$ cat src/rtl/sync_pulse_rx.sv
// Destination-side receiver for a toggle-level event crossing: synchronises the source toggle,
// queues detected events in a saturating counter and hands them out on valid/ready with an ack toggle.
module sync_pulse_rx #(
    parameter int SYNC_STAGES = 2,
    parameter int CNT_W       = 4
) (
    input  logic             clk,
    input  logic             reset_n,
    input  logic             tog_in,
    output logic             evt_valid,
    input  logic             evt_ready,
    output logic             ack_tog,
    output logic [CNT_W-1:0] pending,
    output logic             overflow,
    input  logic             clr_ovf
);

    localparam int                ARM_W    = $clog2(SYNC_STAGES + 2);
    localparam logic [ARM_W-1:0]  ARM_DONE = ARM_W'(SYNC_STAGES + 1);
    localparam logic [CNT_W-1:0]  PEND_MAX = {CNT_W{1'b1}};
    localparam logic [CNT_W-1:0]  PEND_ONE = {{(CNT_W-1){1'b0}}, 1'b1};

    logic [SYNC_STAGES-1:0] sync_r;
    logic                   hist_r;
    logic [ARM_W-1:0]       arm_cnt_r;
    logic [CNT_W-1:0]       pending_r;
    logic                   valid_r;
    logic                   ack_r;
    logic                   ovf_r;

    logic                   armed_s;
    logic                   edge_s;
    logic                   acc_s;
    logic [CNT_W-1:0]       pending_nxt_s;
    logic                   ovf_nxt_s;
    logic [ARM_W-1:0]       arm_cnt_nxt_s;

    // Edge detection, gated off until the chain has settled after reset release.
    always_comb begin
        armed_s       = (arm_cnt_r == ARM_DONE);
        edge_s        = armed_s & (sync_r[SYNC_STAGES-1] ^ hist_r);
        acc_s         = valid_r & evt_ready;
        arm_cnt_nxt_s = arm_cnt_r;
        if (!armed_s) begin
            arm_cnt_nxt_s = arm_cnt_r + {{(ARM_W-1){1'b0}}, 1'b1};
        end else begin
            arm_cnt_nxt_s = arm_cnt_r;
        end
    end

    // Pending counter and sticky overflow next-state; the counter saturates in both directions.
    always_comb begin
        pending_nxt_s = pending_r;
        ovf_nxt_s     = ovf_r;
        case ({edge_s, acc_s})
            2'b10: begin
                if (pending_r == PEND_MAX) begin
                    pending_nxt_s = pending_r;
                    ovf_nxt_s     = 1'b1;
                end else begin
                    pending_nxt_s = pending_r + PEND_ONE;
                end
            end
            2'b01: begin
                if (pending_r != {CNT_W{1'b0}}) begin
                    pending_nxt_s = pending_r - PEND_ONE;
                end else begin
                    pending_nxt_s = pending_r;
                end
            end
            default: pending_nxt_s = pending_r;
        endcase
        // A drop in the same cycle as a clear must win, so only clear when no drop is happening.
        if (clr_ovf && !(edge_s && !acc_s && (pending_r == PEND_MAX))) begin
            ovf_nxt_s = 1'b0;
        end else begin
            ovf_nxt_s = ovf_nxt_s;
        end
    end

    // Synchroniser chain, history flop and arming counter.
    always_ff @(posedge clk or negedge reset_n) begin
        if (!reset_n) begin
            sync_r    <= {SYNC_STAGES{1'b0}};
            hist_r    <= 1'b0;
            arm_cnt_r <= {ARM_W{1'b0}};
        end else begin
            sync_r    <= {sync_r[SYNC_STAGES-2:0], tog_in};
            hist_r    <= sync_r[SYNC_STAGES-1];
            arm_cnt_r <= arm_cnt_nxt_s;
        end
    end

    // Event queue state; valid is registered from the next counter value so it tracks pending.
    always_ff @(posedge clk or negedge reset_n) begin
        if (!reset_n) begin
            pending_r <= {CNT_W{1'b0}};
            valid_r   <= 1'b0;
            ack_r     <= 1'b0;
            ovf_r     <= 1'b0;
        end else begin
            pending_r <= pending_nxt_s;
            valid_r   <= (pending_nxt_s != {CNT_W{1'b0}});
            ack_r     <= ack_r ^ acc_s;
            ovf_r     <= ovf_nxt_s;
        end
    end

    assign evt_valid = valid_r;
    assign ack_tog   = ack_r;
    assign pending   = pending_r;
    assign overflow  = ovf_r;

endmodule
$ cat config.mk
export PLATFORM = sky130hd
export DESIGN_NAME = sync_pulse_rx
export DESIGN_NICKNAME = d
export VERILOG_FILES = /design/src/rtl/sync_pulse_rx.sv
export SDC_FILE = /design/constraint.sdc
export NUM_CORES = 1
export LEC_CHECK = 0
export CORE_UTILIZATION = 49
export CTS_CLUSTER_DIAMETER = 120
export DETAILED_ROUTE_END_ITERATION = 8
export PLACE_DENSITY = 0.75
export SYNTH_ARGS = -nofsm -noshare
export SYNTH_HDL_FRONTEND = slang
export SYNTH_SLANG_ARGS = --single-unit
$ cat constraint.sdc
create_clock -name clk -period 2.7 [get_ports clk]
set_input_delay 0.27 -clock clk [delete_from_list [all_inputs] [get_ports clk]]
set_output_delay 0.27 -clock clk [all_outputs]
set_load 0.01 [all_outputs]
==> run_summary.xml, run 1 <==
<?xml version="1.0" encoding="UTF-8"?>
<metrics>
  <group name="status">
    <metric name="outcome" unit="">finished, final reports clean</metric>
  </group>
  <group name="synthesis">
    <metric name="synth_xor_xnor_area_share" unit="%">3.90</metric>
    <metric name="dominant_combinational_cell_family_by_area_after_synthesis" unit="">simple AND/OR/NAND/NOR gates</metric>
    <metric name="post_synth_main_area_contributors" unit="">sky130_fd_sc_hd__dfrtp_1, sky130_fd_sc_hd__ha_1, sky130_fd_sc_hd__inv_1</metric>
    <metric name="synth_fa_ha_area_share" unit="%">9.28</metric>
    <metric name="postSynth.topFlopCell" unit="">sky130_fd_sc_hd__dfrtp_1</metric>
    <metric name="yosys.cell_types.count" unit="">31</metric>
    <metric name="synth_compound_gate_area_share" unit="%">12.1</metric>
    <metric name="syn_inst_count" unit="">65</metric>
    <metric name="synthesis.nets" unit="">75</metric>
    <metric name="synth_largest_area_cell" unit="">sky130_fd_sc_hd__dfrtp_1</metric>
    <metric name="synth_largest_type_area_fraction" unit="%">44.5</metric>
    <metric name="post-synth-top-count-cell" unit="">sky130_fd_sc_hd__dfrtp_1</metric>
    <metric name="synth_commonest_cells" unit="">sky130_fd_sc_hd__dfrtp_1, sky130_fd_sc_hd__inv_1, sky130_fd_sc_hd__nand2_1, sky130_fd_sc_hd__ha_1, sky130_fd_sc_hd__o21ai_0</metric>
    <metric name="post_synth_and_or_nand_nor_area_fraction" unit="%">20.2</metric>
    <metric name="post_synth.cell_area_avg" unit="um^2">10.4</metric>
    <metric name="async_flop_share" unit="%">100</metric>
    <metric name="yosys_warnings" unit="">0</metric>
    <metric name="muxShareOfSynthArea" unit="%">3.15</metric>
    <metric name="synth_sequential_area_ratio" unit="%">44.5</metric>
    <metric name="mappedNetlistArea" unit="um^2">674</metric>
    <metric name="synth-edff-count" unit="">0</metric>
    <metric name="postSynthRegisterBits" unit="">12</metric>
  </group>
  <group name="pwr">
    <metric name="leakagePower" unit="nW">0.380</metric>
    <metric name="power_per_cell_area" unit="nW/um^2">876</metric>
    <metric name="vdd_drop_max" unit="mV">0.525</metric>
  </group>
  <group name="setup_path">
    <metric name="regToRegEndpoint" unit="">evt_valid</metric>
    <metric name="critical_path.max_fanout" unit="">7</metric>
    <metric name="critical_path_endpoint_category" unit="">register</metric>
    <metric name="crit_path_cell_trace" unit="">ha_1 &gt; nand2_1 &gt; inv_1 &gt; ha_1 &gt; or4b_1 &gt; a22oi_1 &gt; a2bb2oi_1 &gt; or4b_1</metric>
    <metric name="worst_path_dominant_cell_family" unit="">simple AND/OR/NAND/NOR gates</metric>
    <metric name="max_stage_delay" unit="ns">0.48</metric>
    <metric name="startpoint_type" unit="">register</metric>
    <metric name="crit_arrival" unit="ns">2.64</metric>
    <metric name="timing.setup.critical_path_class" unit="">reg2reg</metric>
    <metric name="required" unit="ns">2.84</metric>
    <metric name="rr_worst_depth" unit="">8</metric>
    <metric name="worst-path-buf-inv" unit="">1</metric>
    <metric name="worst-r2r-setup-slack" unit="ns">0.20</metric>
    <metric name="r2r_start" unit="">arm_cnt_r[0]</metric>
    <metric name="slowest_stage_cell_on_the_critical_path" unit="">sky130_fd_sc_hd__or4b_1</metric>
  </group>
  <group name="cts">
    <metric name="clk_latency" unit="ns">0.28</metric>
    <metric name="clk_pin_slew_worst_paths" unit="ns">0.08</metric>
    <metric name="clock_tree.htree_level_count" unit="">1</metric>
    <metric name="numClockSinks" unit="">12</metric>
    <metric name="cts_max_path_buffers" unit="">2</metric>
    <metric name="ctsHoldBuffers" unit="">0</metric>
    <metric name="post_cts.repair.setup_buffers" unit="">0</metric>
    <metric name="root_buffer" unit="">sky130_fd_sc_hd__clkbuf_4</metric>
    <metric name="cts_tree" unit="">built</metric>
    <metric name="ctsResizeCount" unit="">0</metric>
    <metric name="clock_buffer_count_from_cts" unit="">3</metric>
  </group>
  <group name="global_routing">
    <metric name="grt.overflow.total" unit="">0</metric>
    <metric name="global_route_wire_length_before_repair" unit="um">1980</metric>
    <metric name="grt_max_degree" unit="">13</metric>
    <metric name="via_count_of_the_first_global_routing_pass" unit="">445</metric>
    <metric name="track_usage" unit="%">20.0</metric>
    <metric name="initial_antenna_violation_count" unit="">0</metric>
  </group>
  <group name="cells_and_area">
    <metric name="flow.area_growth_from_synthesis" unit="%">22.1</metric>
    <metric name="antennaDiodeCount" unit="">0</metric>
    <metric name="num-nets-final" unit="">89</metric>
    <metric name="design_area" unit="um^2">823</metric>
    <metric name="drive_gt1_share" unit="%">7.69</metric>
  </group>
  <group name="floorplan">
    <metric name="start_util" unit="%">52.5</metric>
    <metric name="design.die.area" unit="um^2">1530</metric>
    <metric name="core" unit="um^2">1280</metric>
    <metric name="io-pin-count" unit="">12</metric>
    <metric name="placementRows" unit="">13</metric>
    <metric name="die_y" unit="um">39.1</metric>
    <metric name="die_width" unit="um">39.1</metric>
  </group>
  <group name="detailed_routing">
    <metric name="postRouteWirelength" unit="um">1280</metric>
    <metric name="detail_route.wl_per_cell" unit="um">13.7</metric>
    <metric name="drtPass1Iterations" unit="">4</metric>
    <metric name="drc_errors" unit="">0</metric>
    <metric name="detail_route.vias_per_cell" unit="">5.75</metric>
    <metric name="antenna_left" unit="">0</metric>
    <metric name="drt_first_iter_violations" unit="">26</metric>
    <metric name="vias" unit="">535</metric>
  </group>
  <group name="job">
    <metric name="maxCapViolCount" unit="">0</metric>
  </group>
  <group name="place">
    <metric name="placed_area" unit="um^2">787</metric>
    <metric name="hpwlAfterDp" unit="um">916</metric>
    <metric name="gp_congestion" unit="">0.926</metric>
    <metric name="dpl_worst_slack" unit="ns">0.135</metric>
    <metric name="buffer_ports.inserted" unit="">11</metric>
  </group>
  <group name="sta">
    <metric name="setup_violators_final" unit="">0</metric>
    <metric name="final_max_slew_viol_count" unit="">0</metric>
    <metric name="fin_crit" unit="ns">2.50</metric>
    <metric name="final.period_utilization" unit="%">92.7</metric>
    <metric name="timing.fmax" unit="GHz">0.400</metric>
    <metric name="slew_headroom" unit="%">66.0</metric>
    <metric name="finalHoldViolCount" unit="">0</metric>
    <metric name="totalNegativeSetupSlack" unit="ns">0</metric>
    <metric name="worst_pin_slew" unit="ns">0.508</metric>
    <metric name="fin_clk_skew" unit="ns">0.0104</metric>
    <metric name="rsz_0062_raised_after_global_routing" unit="">no</metric>
    <metric name="setup_slack" unit="ns">0.198</metric>
  </group>
  <group name="hold_path">
    <metric name="hold_path.class" unit="">in2async</metric>
  </group>
</metrics>
==> cell usage in the layout (no fill, tap or decap) <==
cell and count:
sky130_fd_sc_hd__a221o_1 1, sky130_fd_sc_hd__nor3_1 2, sky130_fd_sc_hd__a31oi_1 2, sky130_fd_sc_hd__nor2_1 1, sky130_fd_sc_hd__inv_1 8, sky130_fd_sc_hd__nand2_1 6
sky130_fd_sc_hd__a2bb2oi_1 1, sky130_fd_sc_hd__clkdlybuf4s50_1 11, sky130_fd_sc_hd__a211o_1 1, sky130_fd_sc_hd__or3b_2 1, sky130_fd_sc_hd__o32a_1 1, sky130_fd_sc_hd__a221oi_1 1
sky130_fd_sc_hd__nand2b_1 1, sky130_fd_sc_hd__xor2_1 1, sky130_fd_sc_hd__and3_1 1, sky130_fd_sc_hd__and4b_1 1, sky130_fd_sc_hd__or3_1 1, sky130_fd_sc_hd__and3b_1 1
sky130_fd_sc_hd__or4b_1 2, sky130_fd_sc_hd__dfrtp_1 12, sky130_fd_sc_hd__nand3_1 1, sky130_fd_sc_hd__mux2_2 1, sky130_fd_sc_hd__clkbuf_4 3, sky130_fd_sc_hd__and4_1 1
sky130_fd_sc_hd__clkbuf_8 1, sky130_fd_sc_hd__nor3b_1 1, sky130_fd_sc_hd__ha_1 5, sky130_fd_sc_hd__o21ai_0 3, sky130_fd_sc_hd__mux2i_1 1, sky130_fd_sc_hd__a22oi_1 1
sky130_fd_sc_hd__xnor2_1 2, sky130_fd_sc_hd__nor2b_1 2
==> sequential cells by signal, summed over array words and instances, names as in the netlist <==
| signal | cells |
|---|---|
| sync_r | 2 |
| hist_r | 1 |
| overflow | 1 |
| ack_tog | 1 |
| arm_cnt_r | 2 |
| evt_valid | 1 |
| pending | 4 |
==> kinds of logic after synthesis <==
kind of cell	after synthesis
buffers and inverters	10
xor gates and xnor gates	3
and+or+nand+nor	22
adders and majority gates	5
muxes	2
DFF	12
AOI/OAI and AO/OA	11
==> worst max-delay path by stage <==
stage	startpoint	slack, ns	to	depth (start not counted)
after floorplan	arm_cnt_r[0]	0.40	evt_valid	8
after CTS	arm_cnt_r[0]	0.19	evt_valid	8
after global routing	arm_cnt_r[0]	0.05	evt_valid	8
after global placement	evt_ready	0.22	evt_valid	7
final	arm_cnt_r[0]	0.20	evt_valid	8
after detailed placement	evt_ready	0.14	evt_valid	7
==> report_power, final <==
part / internal (mW) / total (mW) / switching (mW)
clock network: 0.0819 / 0.143 / 0.0612
logic: 0.167 / 0.311 / 0.144
registers: 0.217 / 0.266 / 0.0490
total: 0.467 / 0.721 / 0.254
==> final cells by class <==
class	count	area (um^2)
fill	97	462
multi-input combinational	43	328
sequential	12	300
timing repair buffer	11	110
clock buffer	4	36.3
inverter	8	30.0
tap	15	18.8
==> per-layer routing <==
metal	wire length [um]	global-route usage, %	up-vias
li1	-	-	256
met1	588	27.6	250
met2	596	30.8	29
met3	90	6.94	0
met4	0	2.59	0
met5	0	0	-
==> per-stage QoR <==
step           hold slack, ns  total power [mW]  util [%]  cells
4_1_cts                 0.341             0.721      64.1     93
3_3_place_gp            0.342             0.576      61.2     89
2_1_floorplan         -0.0256             0.467         -     65
6_report                0.326             0.721      64.1     93
5_1_grt                 0.361             0.770      64.1     93
3_5_place_dp            0.342             0.574      61.2     89
(Power assumes the default switching activity.)
==> run 2: changes to the inputs <==
--- a/config.mk
+++ b/config.mk
@@ -8,6 +8,7 @@
 export CORE_UTILIZATION = 49
 export CTS_CLUSTER_DIAMETER = 120
 export DETAILED_ROUTE_END_ITERATION = 8
+export GPL_TIMING_DRIVEN = 0
 export PLACE_DENSITY = 0.75
 export SYNTH_ARGS = -nofsm -noshare
 export SYNTH_HDL_FRONTEND = slang
==> run_summary.xml, run 2 (same netlist as run 1, synthesis figures left out) <==
<?xml version="1.0" encoding="UTF-8"?>
<metrics>
  <group name="sta">
    <metric name="timing.fmax" unit="GHz">0.385</metric>
    <metric name="slew_headroom" unit="%">65.3</metric>
    <metric name="totalNegativeSetupSlack" unit="ns">0</metric>
    <metric name="finalHoldViolCount" unit="">0</metric>
    <metric name="fin_crit" unit="ns">2.60</metric>
    <metric name="worst_pin_slew" unit="ns">0.519</metric>
    <metric name="fin_clk_skew" unit="ns">0.000792</metric>
    <metric name="setup_violators_final" unit="">0</metric>
    <metric name="final.period_utilization" unit="%">96.2</metric>
    <metric name="final_max_slew_viol_count" unit="">0</metric>
  </group>
  <group name="setup_path">
    <metric name="critical_path_depth" unit="">8</metric>
    <metric name="timing.setup.critical_path_class" unit="">reg2reg</metric>
    <metric name="rr_worst_depth" unit="">8</metric>
    <metric name="worst-path-buf-inv" unit="">1</metric>
    <metric name="slowest_stage_cell_on_the_critical_path" unit="">sky130_fd_sc_hd__or4b_1</metric>
    <metric name="critical_path.max_fanout" unit="">7</metric>
    <metric name="crit_arrival" unit="ns">2.74</metric>
    <metric name="regToRegEndpoint" unit="">evt_valid</metric>
    <metric name="worst_setup_path_endpoint" unit="">evt_valid</metric>
    <metric name="startpoint_type" unit="">register</metric>
    <metric name="worst_path_dominant_cell_family" unit="">simple AND/OR/NAND/NOR gates</metric>
    <metric name="worst-r2r-setup-slack" unit="ns">0.10</metric>
    <metric name="r2r_start" unit="">arm_cnt_r[0]</metric>
    <metric name="setup.worst_path.start" unit="">arm_cnt_r[0]</metric>
    <metric name="required" unit="ns">2.84</metric>
    <metric name="critical_path_endpoint_category" unit="">register</metric>
    <metric name="crit_path_cell_trace" unit="">ha_1 &gt; nand2_1 &gt; inv_1 &gt; ha_1 &gt; or4b_1 &gt; a22oi_1 &gt; a2bb2oi_2 &gt; or4b_1</metric>
    <metric name="max_stage_delay" unit="ns">0.49</metric>
  </group>
  <group name="place">
    <metric name="placed_area" unit="um^2">803</metric>
    <metric name="gp_congestion" unit="">0.836</metric>
    <metric name="buffer_ports.inserted" unit="">11</metric>
    <metric name="hpwlAfterDp" unit="um">1060</metric>
  </group>
  <group name="global_routing">
    <metric name="met3_resource_use_gr" unit="%">6.94</metric>
    <metric name="top_usage_layer" unit="">met2</metric>
    <metric name="grt_util_met1" unit="%">26.7</metric>
    <metric name="global_route_wire_length_before_repair" unit="um">2140</metric>
    <metric name="track_usage" unit="%">21.8</metric>
    <metric name="grt.overflow.total" unit="">0</metric>
    <metric name="use_met2" unit="%">37.9</metric>
    <metric name="initial_antenna_violation_count" unit="">0</metric>
    <metric name="grt_max_degree" unit="">13</metric>
    <metric name="via_count_of_the_first_global_routing_pass" unit="">462</metric>
  </group>
  <group name="cells_and_area">
    <metric name="layout.cells.most_common_list" unit="">sky130_fd_sc_hd__dfrtp_1, sky130_fd_sc_hd__clkdlybuf4s50_1, sky130_fd_sc_hd__inv_1, sky130_fd_sc_hd__nand2_1, sky130_fd_sc_hd__ha_1</metric>
    <metric name="regArea" unit="um^2">300</metric>
    <metric name="flow.area_growth_from_synthesis" unit="%">25.4</metric>
    <metric name="num-nets-final" unit="">91</metric>
    <metric name="multi_input_area" unit="um^2">334</metric>
    <metric name="fillCellCount" unit="">112</metric>
    <metric name="finalCoreUtilization" unit="%">65.8</metric>
    <metric name="final_common_cell" unit="">sky130_fd_sc_hd__dfrtp_1</metric>
    <metric name="drive_gt1_share" unit="%">11.3</metric>
    <metric name="design_area" unit="um^2">846</metric>
    <metric name="antennaDiodeCount" unit="">0</metric>
    <metric name="largest_register_ffs" unit="">4</metric>
  </group>
  <group name="cts">
    <metric name="cts_max_path_buffers" unit="">2</metric>
    <metric name="clk_pin_slew_worst_paths" unit="ns">0.07</metric>
    <metric name="post_cts.repair.setup_buffers" unit="">0</metric>
    <metric name="clock_buffer_count_from_cts" unit="">3</metric>
    <metric name="numClockSinks" unit="">12</metric>
    <metric name="cts_tree" unit="">built</metric>
    <metric name="clock_tree.htree_level_count" unit="">1</metric>
    <metric name="clk_latency" unit="ns">0.27</metric>
    <metric name="root_buffer" unit="">sky130_fd_sc_hd__clkbuf_4</metric>
  </group>
  <group name="detailed_routing">
    <metric name="vias" unit="">545</metric>
    <metric name="drtPass1Iterations" unit="">4</metric>
    <metric name="detail_route.vias_per_cell" unit="">5.74</metric>
    <metric name="drc_errors" unit="">0</metric>
    <metric name="drt_first_iter_violations" unit="">11</metric>
    <metric name="detail_route.wl_per_cell" unit="um">15.2</metric>
    <metric name="postRouteWirelength" unit="um">1440</metric>
    <metric name="antenna_left" unit="">0</metric>
  </group>
  <group name="floorplan">
    <metric name="io-pin-count" unit="">12</metric>
    <metric name="start_util" unit="%">52.5</metric>
    <metric name="design.die.area" unit="um^2">1530</metric>
    <metric name="die_y" unit="um">39.1</metric>
    <metric name="die_width" unit="um">39.1</metric>
    <metric name="core" unit="um^2">1280</metric>
    <metric name="placementRows" unit="">13</metric>
  </group>
  <group name="job">
    <metric name="maxCapViolCount" unit="">0</metric>
  </group>
  <group name="pwr">
    <metric name="vdd_drop_max" unit="mV">0.536</metric>
    <metric name="power_per_cell_area" unit="nW/um^2">895</metric>
    <metric name="leakagePower" unit="nW">0.393</metric>
    <metric name="totalPowerFinal" unit="mW">0.757</metric>
  </group>
  <group name="hold_path">
    <metric name="hold_path.class" unit="">in2async</metric>
  </group>
  <group name="status">
    <metric name="outcome" unit="">finished, final reports clean</metric>
  </group>
</metrics>
-- run 2: cell type report --
type,count,area share [%]
plain buffers,2,1.92
clock buffers,4,4.29
inverters,8,3.55
multi-input cells,43,39.5
flip-flops and latches,12,35.5
well taps,15,2.22
repair buffers,11,13.0
-- run 2: worst min-delay path by stage --
stage | startpoint | endpoint | cells after the start
finish | reset_n | arm_cnt_r[1] | 1
global placement | sync_r[0] | sync_r[1] | 0
detailed placement | sync_r[0] | sync_r[1] | 0
floorplan | reset_n | ack_tog | 0
CTS | reset_n | arm_cnt_r[1] | 1
global route | sync_r[0] | sync_r[1] | 0
-- run 2: through the flow --
step	hold slack, ns	instances	setup WS, ns
floorplan	-0.0256	65	0.399
global placement	0.336	91	0.141
detailed placement	0.341	91	0.0846
CTS	0.357	95	0.142
global route	0.372	95	-0.00993
finish	0.339	95	0.102
-- run 2: what timing repair did --
action,CTS,global route
hold buffers,0,0
setup endpoints to repair,0,1
endpoints found under the hold margin,0,0
gates resized for setup,0,1
-- run 2: power breakdown --
group	internal, mW	switching, mW
clock network	0.0819	0.0583
registers	0.218	0.0343
logic	0.185	0.180
-- run 2: layer usage --
metal | vias up | wire length (um)
met5 | - | 0
met4 | 0 | 0
met3 | 0 | 75
met2 | 18 | 751
met1 | 266 | 614
li1 | 261 | -
